`src/rtl/cache_refill_control_pkg.sv`:
```
// Shared types for the cache refill controller: cache strobe encodings,
// line geometry, FSM state/side encodings and small address helpers.
package package_project_typedefs;

  typedef enum logic [1:0] {
    CACHE_NO_WR = 2'd0,
    CACHE_B_WR  = 2'd1,
    CACHE_H_WR  = 2'd2,
    CACHE_W_WR  = 2'd3
  } CacheWrControl;

  typedef enum logic [1:0] {
    CACHE_NO_RD = 2'd0,
    CACHE_B_RD  = 2'd1,
    CACHE_H_RD  = 2'd2,
    CACHE_W_RD  = 2'd3
  } CacheRdControl;

  // 4-byte lines, 256 of them: tag = addr[31:10], index = addr[9:2].
  localparam int OFFSET_W = 2;
  localparam int INDEX_W  = 8;
  localparam int TAG_W    = 32 - INDEX_W - OFFSET_W;

  typedef enum logic [2:0] {
    ST_IDLE    = 3'd0,
    ST_WB_LO   = 3'd1,
    ST_WB_HI   = 3'd2,
    ST_RD_LO   = 3'd3,
    ST_RD_HI   = 3'd4,
    ST_RD_WAIT = 3'd5,
    ST_FILL    = 3'd6
  } refill_state_t;

  typedef enum logic {
    SIDE_INST = 1'b0,
    SIDE_DATA = 1'b1
  } refill_side_t;

  // Position of the lowest set per-byte miss flag (3 when only bit 3 or none is set).
  function automatic logic [1:0] lowest_set(input logic [3:0] m);
    if (m[0])      return 2'd0;
    else if (m[1]) return 2'd1;
    else if (m[2]) return 2'd2;
    else           return 2'd3;
  endfunction

  // Line base address of the byte at addr+off.
  function automatic logic [31:0] line_base(input logic [31:0] addr, input logic [1:0] off);
    return (addr + {30'd0, off}) & ~((32'd1 << OFFSET_W) - 32'd1);
  endfunction

endpackage

```
`src/rtl/cache_refill_control_if.sv`:
```
// Bus bundle between the refill controller (master) and the caches/RAM (slave).
interface cache_refill_control_if;
  import package_project_typedefs::*;

  // Handshake: a non-zero *_cache_miss is a request that the cache holds
  // until the line is present; *_cache_stall is the inverse of ready and
  // stays high until the cycle after the fill that clears the miss. RAM read
  // data is valid one cycle after its address; a RAM write and a cache fill
  // each take effect on the rising edge that ends the cycle they are driven in.
  logic [3:0]       instruction_cache_miss;
  logic [TAG_W-1:0] instruction_cache_tag;
  logic [31:0]      instruction_mem_addr;
  logic [3:0]       data_cache_miss;
  logic [TAG_W-1:0] data_cache_tag;
  logic [3:0]       data_cache_valid;
  logic [31:0]      data_mem_addr;
  logic [31:0]      data_mem_rd_data;
  logic             data_cache_stall;
  logic             instruction_cache_stall;
  CacheWrControl    cache_wr_en;
  CacheRdControl    cache_rd_type;
  logic [31:0]      cache_addr;
  logic [31:0]      cache_wr_data;
  logic [15:0]      ram_rd_data_in;
  logic [15:0]      ram_wr_data_out;
  logic             ram_wr_en;
  logic [31:0]      ram_wr_addr_out;
  logic [31:0]      ram_rd_addr_out;

  modport master (
    input  instruction_cache_miss, instruction_cache_tag, instruction_mem_addr,
    input  data_cache_miss, data_cache_tag, data_cache_valid, data_mem_addr,
    input  data_mem_rd_data, ram_rd_data_in,
    output data_cache_stall, instruction_cache_stall, cache_wr_en, cache_rd_type,
    output cache_addr, cache_wr_data, ram_wr_data_out, ram_wr_en,
    output ram_wr_addr_out, ram_rd_addr_out
  );

  modport slave (
    output instruction_cache_miss, instruction_cache_tag, instruction_mem_addr,
    output data_cache_miss, data_cache_tag, data_cache_valid, data_mem_addr,
    output data_mem_rd_data, ram_rd_data_in,
    input  data_cache_stall, instruction_cache_stall, cache_wr_en, cache_rd_type,
    input  cache_addr, cache_wr_data, ram_wr_data_out, ram_wr_en,
    input  ram_wr_addr_out, ram_rd_addr_out
  );

endinterface

```
`src/rtl/cache_refill_control.sv`:
```
// Miss-handling FSM between split I/D caches and a 16-bit block RAM.
// Instruction misses win over data misses; a data service is never preempted.
// Build option: CACHE_CTRL_WRITEBACK_EN compiles in write-back of displaced
// valid data lines; without it those lines are simply overwritten.
module cache_refill_control
  import package_project_typedefs::*;
(
  input  logic                   clk,
  input  logic                   reset_n,
  cache_refill_control_if.master bus,
  output refill_state_t          fsm_state
);

  refill_state_t state_q, state_d;
  refill_side_t  side_q, side_d;
  logic [31:0]   base_q, base_d;
  logic [15:0]   lo_q, lo_d;
  logic [15:0]   hi_q, hi_d;
`ifdef CACHE_CTRL_WRITEBACK_EN
  // Halfword RAM address of the displaced line.
  logic [31:0]   wb_q, wb_d;
`endif

  logic        inst_req;
  logic        data_req;
  logic        busy;
  logic [1:0]  inst_i;
  logic [1:0]  data_i;
  logic [31:0] inst_base;
  logic [31:0] data_base;
  logic        unused_inputs;

  assign inst_req  = |bus.instruction_cache_miss;
  assign data_req  = |bus.data_cache_miss;
  assign inst_i    = lowest_set(bus.instruction_cache_miss);
  assign data_i    = lowest_set(bus.data_cache_miss);
  assign inst_base = line_base(bus.instruction_mem_addr, inst_i);
  assign data_base = line_base(bus.data_mem_addr, data_i);
  assign busy      = (state_q != ST_IDLE);
  assign fsm_state = state_q;

`ifdef CACHE_CTRL_WRITEBACK_EN
  assign unused_inputs = ^bus.instruction_cache_tag;
`else
  assign unused_inputs = ^{bus.instruction_cache_tag, bus.data_cache_tag,
                           bus.data_cache_valid, bus.data_mem_rd_data};
`endif

  // Stalls are forced low while reset is held, including the input-driven terms.
  assign bus.instruction_cache_stall = reset_n &
    ((busy & (side_q == SIDE_INST)) | (!busy & inst_req));
  assign bus.data_cache_stall = reset_n &
    (data_req | (busy & (side_q == SIDE_DATA)));

  // State and line registers; an asynchronous reset abandons any service in flight.
  always_ff @(posedge clk or negedge reset_n) begin
    if (!reset_n) begin
      state_q <= ST_IDLE;
      side_q  <= SIDE_INST;
      base_q  <= '0;
      lo_q    <= '0;
      hi_q    <= '0;
`ifdef CACHE_CTRL_WRITEBACK_EN
      wb_q    <= '0;
`endif
    end else begin
      state_q <= state_d;
      side_q  <= side_d;
      base_q  <= base_d;
      lo_q    <= lo_d;
      hi_q    <= hi_d;
`ifdef CACHE_CTRL_WRITEBACK_EN
      wb_q    <= wb_d;
`endif
    end
  end

  // Next-state logic and per-state cache/RAM strobes; everything idles at zero.
  always_comb begin
    state_d = state_q;
    side_d  = side_q;
    base_d  = base_q;
    lo_d    = lo_q;
    hi_d    = hi_q;
`ifdef CACHE_CTRL_WRITEBACK_EN
    wb_d    = wb_q;
`endif
    bus.cache_wr_en     = CACHE_NO_WR;
    bus.cache_rd_type   = CACHE_NO_RD;
    bus.cache_addr      = '0;
    bus.cache_wr_data   = '0;
    bus.ram_wr_en       = 1'b0;
    bus.ram_wr_data_out = '0;
    bus.ram_wr_addr_out = '0;
    bus.ram_rd_addr_out = '0;

    case (state_q)
      ST_IDLE: begin
        if (inst_req) begin
          side_d  = SIDE_INST;
          base_d  = inst_base;
          state_d = ST_RD_LO;
        end else if (data_req) begin
          side_d  = SIDE_DATA;
          base_d  = data_base;
          state_d = ST_RD_LO;
`ifdef CACHE_CTRL_WRITEBACK_EN
          if (bus.data_cache_valid[data_i]) begin
            wb_d    = {1'b0, bus.data_cache_tag, data_base[OFFSET_W +: INDEX_W], 1'b0};
            state_d = ST_WB_LO;
          end
`endif
        end
      end
`ifdef CACHE_CTRL_WRITEBACK_EN
      ST_WB_LO: begin
        bus.cache_addr      = base_q;
        bus.cache_rd_type   = CACHE_W_RD;
        bus.ram_wr_en       = 1'b1;
        bus.ram_wr_addr_out = wb_q;
        bus.ram_wr_data_out = bus.data_mem_rd_data[15:0];
        state_d             = ST_WB_HI;
      end
      ST_WB_HI: begin
        bus.cache_addr      = base_q;
        bus.cache_rd_type   = CACHE_W_RD;
        bus.ram_wr_en       = 1'b1;
        bus.ram_wr_addr_out = wb_q + 32'd1;
        bus.ram_wr_data_out = bus.data_mem_rd_data[31:16];
        state_d             = ST_RD_LO;
      end
`endif
      ST_RD_LO: begin
        bus.ram_rd_addr_out = base_q >> 1;
        state_d             = ST_RD_HI;
      end
      ST_RD_HI: begin
        bus.ram_rd_addr_out = (base_q >> 1) + 32'd1;
        lo_d                = bus.ram_rd_data_in;
        state_d             = ST_RD_WAIT;
      end
      ST_RD_WAIT: begin
        hi_d    = bus.ram_rd_data_in;
        state_d = ST_FILL;
      end
      ST_FILL: begin
        bus.cache_addr    = base_q;
        bus.cache_wr_data = {hi_q, lo_q};
        bus.cache_wr_en   = CACHE_W_WR;
        state_d           = ST_IDLE;
      end
      default: state_d = ST_IDLE;
    endcase
  end

endmodule

```
`src/flat_wrapper.sv`:
```
// flat-port wrapper written by rule: the top's interface ports become plain ports
module cache_refill_control_flat import package_project_typedefs::*;
  (clk, reset_n, fsm_state, bus_instruction_cache_miss, bus_instruction_cache_tag, bus_instruction_mem_addr, bus_data_cache_miss, bus_data_cache_tag, bus_data_cache_valid, bus_data_mem_addr, bus_data_mem_rd_data, bus_ram_rd_data_in, bus_data_cache_stall, bus_instruction_cache_stall, bus_cache_wr_en, bus_cache_rd_type, bus_cache_addr, bus_cache_wr_data, bus_ram_wr_data_out, bus_ram_wr_en, bus_ram_wr_addr_out, bus_ram_rd_addr_out);
  cache_refill_control_if bus_i ();
  input  logic clk;
  input  logic reset_n;
  output refill_state_t fsm_state;
  input wire logic [$bits(bus_i.instruction_cache_miss)-1:0] bus_instruction_cache_miss;
  input wire logic [$bits(bus_i.instruction_cache_tag)-1:0] bus_instruction_cache_tag;
  input wire logic [$bits(bus_i.instruction_mem_addr)-1:0] bus_instruction_mem_addr;
  input wire logic [$bits(bus_i.data_cache_miss)-1:0] bus_data_cache_miss;
  input wire logic [$bits(bus_i.data_cache_tag)-1:0] bus_data_cache_tag;
  input wire logic [$bits(bus_i.data_cache_valid)-1:0] bus_data_cache_valid;
  input wire logic [$bits(bus_i.data_mem_addr)-1:0] bus_data_mem_addr;
  input wire logic [$bits(bus_i.data_mem_rd_data)-1:0] bus_data_mem_rd_data;
  input wire logic [$bits(bus_i.ram_rd_data_in)-1:0] bus_ram_rd_data_in;
  output wire logic [$bits(bus_i.data_cache_stall)-1:0] bus_data_cache_stall;
  output wire logic [$bits(bus_i.instruction_cache_stall)-1:0] bus_instruction_cache_stall;
  output wire logic [$bits(bus_i.cache_wr_en)-1:0] bus_cache_wr_en;
  output wire logic [$bits(bus_i.cache_rd_type)-1:0] bus_cache_rd_type;
  output wire logic [$bits(bus_i.cache_addr)-1:0] bus_cache_addr;
  output wire logic [$bits(bus_i.cache_wr_data)-1:0] bus_cache_wr_data;
  output wire logic [$bits(bus_i.ram_wr_data_out)-1:0] bus_ram_wr_data_out;
  output wire logic [$bits(bus_i.ram_wr_en)-1:0] bus_ram_wr_en;
  output wire logic [$bits(bus_i.ram_wr_addr_out)-1:0] bus_ram_wr_addr_out;
  output wire logic [$bits(bus_i.ram_rd_addr_out)-1:0] bus_ram_rd_addr_out;
  assign bus_i.instruction_cache_miss = bus_instruction_cache_miss;
  assign bus_i.instruction_cache_tag = bus_instruction_cache_tag;
  assign bus_i.instruction_mem_addr = bus_instruction_mem_addr;
  assign bus_i.data_cache_miss = bus_data_cache_miss;
  assign bus_i.data_cache_tag = bus_data_cache_tag;
  assign bus_i.data_cache_valid = bus_data_cache_valid;
  assign bus_i.data_mem_addr = bus_data_mem_addr;
  assign bus_i.data_mem_rd_data = bus_data_mem_rd_data;
  assign bus_i.ram_rd_data_in = bus_ram_rd_data_in;
  assign bus_data_cache_stall = bus_i.data_cache_stall;
  assign bus_instruction_cache_stall = bus_i.instruction_cache_stall;
  assign bus_cache_wr_en = bus_i.cache_wr_en;
  assign bus_cache_rd_type = bus_i.cache_rd_type;
  assign bus_cache_addr = bus_i.cache_addr;
  assign bus_cache_wr_data = bus_i.cache_wr_data;
  assign bus_ram_wr_data_out = bus_i.ram_wr_data_out;
  assign bus_ram_wr_en = bus_i.ram_wr_en;
  assign bus_ram_wr_addr_out = bus_i.ram_wr_addr_out;
  assign bus_ram_rd_addr_out = bus_i.ram_rd_addr_out;
  cache_refill_control u_core (.clk(clk), .reset_n(reset_n), .bus(bus_i), .fsm_state(fsm_state));
endmodule
```
`config.mk`:
```
export PLATFORM = sky130hd
export DESIGN_NAME = cache_refill_control_flat
export DESIGN_NICKNAME = d
export VERILOG_FILES = /design/src/rtl/cache_refill_control_pkg.sv /design/src/rtl/cache_refill_control_if.sv /design/src/rtl/cache_refill_control.sv /design/src/flat_wrapper.sv
export SDC_FILE = /design/constraint.sdc
export NUM_CORES = 1
export LEC_CHECK = 0
export CORE_AREA = 4 4 123 125
export DETAILED_ROUTE_END_ITERATION = 16
export DIE_AREA = 0 0 127 129
export HOLD_SLACK_MARGIN = 0.12
export MAX_ROUTING_LAYER = met4
export PLACE_DENSITY = 0.78
export SYNTH_ARGS = -nofsm -noshare
export SYNTH_HDL_FRONTEND = slang
export SYNTH_SLANG_ARGS = --single-unit
```
`constraint.sdc`:
```
create_clock -name clk -period 4.9 [get_ports clk]
set_input_delay 0.98 -clock clk [delete_from_list [all_inputs] [get_ports clk]]
set_output_delay 0.98 -clock clk [all_outputs]
set_load 0.01 [all_outputs]
```
# Word-level counts from Yosys, hierarchy flattened
# Index checks and enable logic that the tools add are counted.
dict set report totals {
  ff_bits 68
  in_bits 170
  output_inout_bits 154
  wordCells 45
}
dict set report op_classes {
  addsub 3
  n_eq_ne 5
  mux 17
  bitwise 8
  reduce_logical 7
}
# op n
set op_table {}
lappend op_table {{two-way mux 32 bit} 4}
lappend op_table {{adder 32 x 2 -> 32 bit} 2}
lappend op_table {{case mux 32 bit (2 select lines)} 1}
lappend op_table {{adder 31 x 1 -> 32 bit (second input constant)} 1}
lappend op_table {{case mux 3 bit (4 select lines)} 1}
lappend op_table {{two-way mux 2 bit} 5}
lappend op_table {{== test 3 bit (second input constant)} 3}
lappend op_table {{OR reduction 4 bit} 2}
lappend op_table {{two-way mux 3 bit} 2}
lappend op_table {{AND 1 bit} 5}
lappend op_table {{two-way mux 1 bit} 4}
lappend op_table {{== test 3 x 2 -> 1 bit (second input constant)} 1}
lappend op_table {{zero test 3 bit} 1}
lappend op_table {{!= test 3 x 1 -> 1 bit (second input constant)} 1}
lappend op_table {{nonzero test 3 bit} 1}
lappend op_table {{bitwise OR 1 bit} 2}
lappend op_table {{AND reduction 2 bit} 1}
lappend op_table {{nonzero test 2 bit} 1}
lappend op_table {{zero test 1 bit} 1}
lappend op_table {{NOT 1 bit} 1}

# Logic depth before layout (Yosys ltp)
dict set report depth {
  word_depth 6
  depth_mapped 8
}

# Worst setup path after synthesis
# OpenSTA, ideal clock, no wires.
dict set report synth_path {
  path_type {in2reg}
  start {in bus_instruction_cache_miss[1]}
  end {reg u_core.base_q[22]}
  setup_ns 0.126
  arrival_ns 2.679
  path_slack_ns 2.095
  cell_stages 7
  n_path_buf 0
  cell_sequence {nor2_1 > ha_1 > a41oi_1 > or4b_4 > nor2_2 > xor2_1 > a221o_1}
}
dict set report synth_between {
  elab_chain_cells 4
  word_cells_on_any_way 7
}
# element line_no
set synth_lines {}
lappend synth_lines {{from (decl)} flat_wrapper.sv:8} ;# input wire logic [$bits(bus_i.instruction_cache_miss)-1:0] bus_instruction_cache_miss;
lappend synth_lines {{two-way mux 2 bit} cache_refill_control_pkg.sv:42} ;# else if (m[1]) return 2'd1;
lappend synth_lines {{two-way mux 2 bit} cache_refill_control_pkg.sv:41} ;# if (m[0]) return 2'd0;
lappend synth_lines {{adder 32 x 2 -> 32 bit} cache_refill_control_pkg.sv:49} ;# return (addr + {30'd0, off}) & ~((32'd1 << OFFSET_W) - 32'd1);
lappend synth_lines {{two-way mux 32 bit} cache_refill_control.sv:99} ;# if (inst_req) begin
lappend synth_lines {{to (signal assigned)} cache_refill_control.sv:69} ;# base_q <= base_d;
lappend synth_lines {{to (decl)} cache_refill_control.sv:16} ;# logic [31:0] base_q, base_d;
# Several ways; a longest one is shown, not always the timed one.
# A chain may end at the register's enable or synchronous reset.

# Worst setup path in the final report
dict set report layout_path {
  start {in bus_instruction_cache_miss[1]}
  end {out bus_instruction_cache_stall}
}
dict set report layout_between {
  elab_chain_cells 4
}
# element line_no
set layout_lines {}
lappend layout_lines {{OR reduction 4 bit} cache_refill_control.sv:33} ;# assign inst_req = |bus.instruction_cache_miss;
lappend layout_lines {{AND 1 bit} cache_refill_control.sv:51} ;# ((busy & (side_q == SIDE_INST)) | (!busy & inst_req));
lappend layout_lines {{bitwise OR 1 bit} cache_refill_control.sv:51}
lappend layout_lines {{AND 1 bit} cache_refill_control.sv:50} ;# assign bus.instruction_cache_stall = reset_n &
lappend layout_lines {{to (decl)} flat_wrapper.sv:18} ;# output wire logic [$bits(bus_i.instruction_cache_stall)-1:0] bus_instruction_cache_stall;
# No other way between the ends.

==> metrics.cfg <==
[clocking]
insertion_delay_ps = 330
post-cts-setup-buffer-count = 0
clockBufferDepth = 2
cts_tree = yes
cts_root_buffer = clkbuf_16
cts_buffers = 9
htree_levels = 3
clkTransAtPathRegs_ps = 50
ctsHoldBuffers = 0
post_cts_resized = 0
cts_sinks = 66

[final_layout]
area_growth_pct = 44.7
drive_gt1_share_pct = 9.15
insertedDiodeCount = 0
nets = 899

[global_routing]
grt_pass1_vias = 4169
grt_pass1_wl_mm = 22.2
grt_overflow_total = 0
grt_antenna_before_repair = 0
grt_max_degree = 61
grtUsageTotal_pct = 17.9

[setup_path]
worst-path-max-fanout = 6
path_cells = clkdlybuf4s50_1 -> nor4_2 -> nand2_1 -> and3_1 -> clkdlybuf4s50_1
cp_top_family = simple AND/OR/NAND/NOR gates
cp_common_cell = clkdlybuf4s50_1
worst-path-buf-inv = 2
start_kind = input port
crit_type = in2out
required_ps = 3920
cp_slowest_cell = nor4_2
crit_arrival_ps = 2940
cp_slowest_stage_delay_ps = 580
cp-end-kind = output port

[yosys]
ys.flop_type = dfrtp_1
syn_area_mm2 = 0.00487
ys.warnings.count = 0
synth_edf_count = 0
ys_ff_latch = 66
synthArstFlopShare_pct = 100
ys_types = 49
seq_area_frac_synth_pct = 33.9
synth.avg_cell_area_um2 = 8.92
synthCells = 546

[timing]
setup_viol = 0
finalHoldViolCount = 0
clock.fmax_mhz = 255
relSlewSlack_pct = 30.9
worst_pin_slew_ps = 1020
min_period_ps = 3920
clock_skew_ps = 8.77
setup_tns_ps = 0
finalMaxSlewViolations = 0
rsz0062_at_grt = no
post-route-period-util_pct = 79.9

[route]
totalWireLength_mm = 14.9
post_drt_via_cell_ratio = 4.85
post_drt_wl_per_cell_um = 16.3
dr.pass1.iters = 5
drc = 0
dr.first_iter.drc_count = 186
vias = 4421
antenna_left = 0

[min_path]
hold_class = reg2reg

[power]
leakagePower_uw = 0.00282
ir_drop_mv = 0.187
power_density_mw_per_mm2 = 419
finalPower_uw = 2960

[place]
hpwl_mm = 11.6
gp_congestion = 0.796
portBuffers = 189

[floorplanning]
initial_core_util_pct = 35.1
die_y_um = 129
pin_count = 324
core_area_mm2 = 0.0139
dieArea_mm2 = 0.0164
fp-row-count = 43
fp.dieW_um = 127

[run]
drv_cap = 0

[outcome]
outcome = complete, no violations

[path summary, 6_finish.rpt]
check                                                      from                            end  slack, ps  depth (start not counted)
max in group asynchronous                               reset_n    u_core.lo_q[10]$_DFFE_PN0P_       3330                          2
worst max-delay path              bus_instruction_cache_miss[1]    bus_instruction_cache_stall        980                          5
worst max register to register  u_core.fsm_state[2]$_DFFE_PN0P_  u_core.base_q[29]$_DFFE_PN0P_       2590                          6
min in group asynchronous                               reset_n   u_core.base_q[5]$_DFFE_PN0P_        520                          1
worst min register to register        u_core.side_q$_DFFE_PN0P_      u_core.side_q$_DFFE_PN0P_        490                          2
worst min-delay path                  u_core.side_q$_DFFE_PN0P_      u_core.side_q$_DFFE_PN0P_        490                          2
[sequential cells by signal, indices dropped and copies added (netlist names)]
| register | count |
|---|---|
| u_core.fsm_state | 3 |
| u_core.side_q | 1 |
| u_core.base_q | 30 |
| u_core.lo_q | 16 |
| u_core.hi_q | 16 |
[stage by stage]
step	setup slack [ps]	instance area [µm²]	cells	hold WS, ps	util (%)
finish	984	7050	912	486	50.8
global route	867	7050	912	506	50.8
CTS	960	7050	912	478	50.8
detailed placement	947	6740	896	464	48.6
global placement	986	6740	896	465	48.6
floorplan	2100	5070	599	447	-
[layer usage]
layer / routed length (µm) / global-route usage, % / vias to the layer above
li1: - / - / 2136
met1: 6390 / 22.6 / 2065
met2: 7140 / 29.2 / 200
met3: 1020 / 3.03 / 20
met4: 301 / 6.12 / 0
met5: 0 / - / -
[cell type report]
class / count / area [µm²]
tap: 180 / 225
sequential: 66 / 1650
fill: 1340 / 6830
timing repair buffer: 196 / 1940
inverter: 8 / 30.0
clock buffer: 12 / 256
multi-input combinational: 446 / 2900
clock inverter: 4 / 50.0
[worst reg2reg max path: cells and delay by family (launching register included)]
kind / cells / cell delay, ps
flip-flops: 1 / 440
AND/OR/NAND/NOR: 3 / 1300
AO/OA/AOI/OAI: 2 / 390
multiplexers: 1 / 100
[logic make-up (layout without fill, tap and decap cells)]
logic type / Yosys count / in the layout / share of synthesized area [%]
AOI/OAI and AO/OA: 54 / 54 / 8.40
muxes: 35 / 35 / 8.01
and+or+nand+nor: 247 / 247 / 28.4
xor gates and xnor gates: 54 / 54 / 9.71
DFF: 66 / 66 / 33.9
adders and majority gates: 2 / 2 / 0.514
other: 1 / 54 / 0.0770
buffers and inverters: 87 / 220 / 11.0
[synthesized netlist by cell type (8+ instances only)]
cell type | number | area share [%]
dfrtp_1 | 66 | 34
clkbuf_1 | 23 | 1.8
xnor2_1 | 22 | 4.0
nand3_1 | 25 | 2.6
nor2_1 | 16 | 1.2
o221ai_1 | 14 | 2.5
buf_4 | 55 | 8.5
inv_1 | 8 | 0.62
o21ai_0 | 9 | 0.92
nand4_1 | 11 | 1.4
nand2_1 | 52 | 4.0
and2_1 | 96 | 12
xor2_1 | 32 | 5.8
nor3_1 | 9 | 0.92
mux2_2 | 32 | 7.4
[report_power, final]
group	leakage [µW]	internal (µW)	switching (µW)	total (µW)
clock network	0.000145	421	243	664
registers	0.000791	823	191	1010
logic	0.00188	695	584	1280
total	0.00282	1940	1020	2960
[placed cells by master, fill, tap and decap left out, types with 5 or more instances in the layout]
cell type and n:
a21oi_1 6, mux2_2 32, nand4_1 11, clkdlybuf4s50_1 188, conb_1 54, dfrtp_1 66, nor4_1 5, and2_1 96
nand2_1 52, nor2_1 15, a22oi_1 5, o221ai_1 14, o21ai_0 9, inv_1 8, clkbuf_16 9, buf_4 7
xor2_1 32, xnor2_1 22, nor3_1 9, a221o_1 5, nand3_1 25, and3_1 6
(Power assumes the default switching activity.)
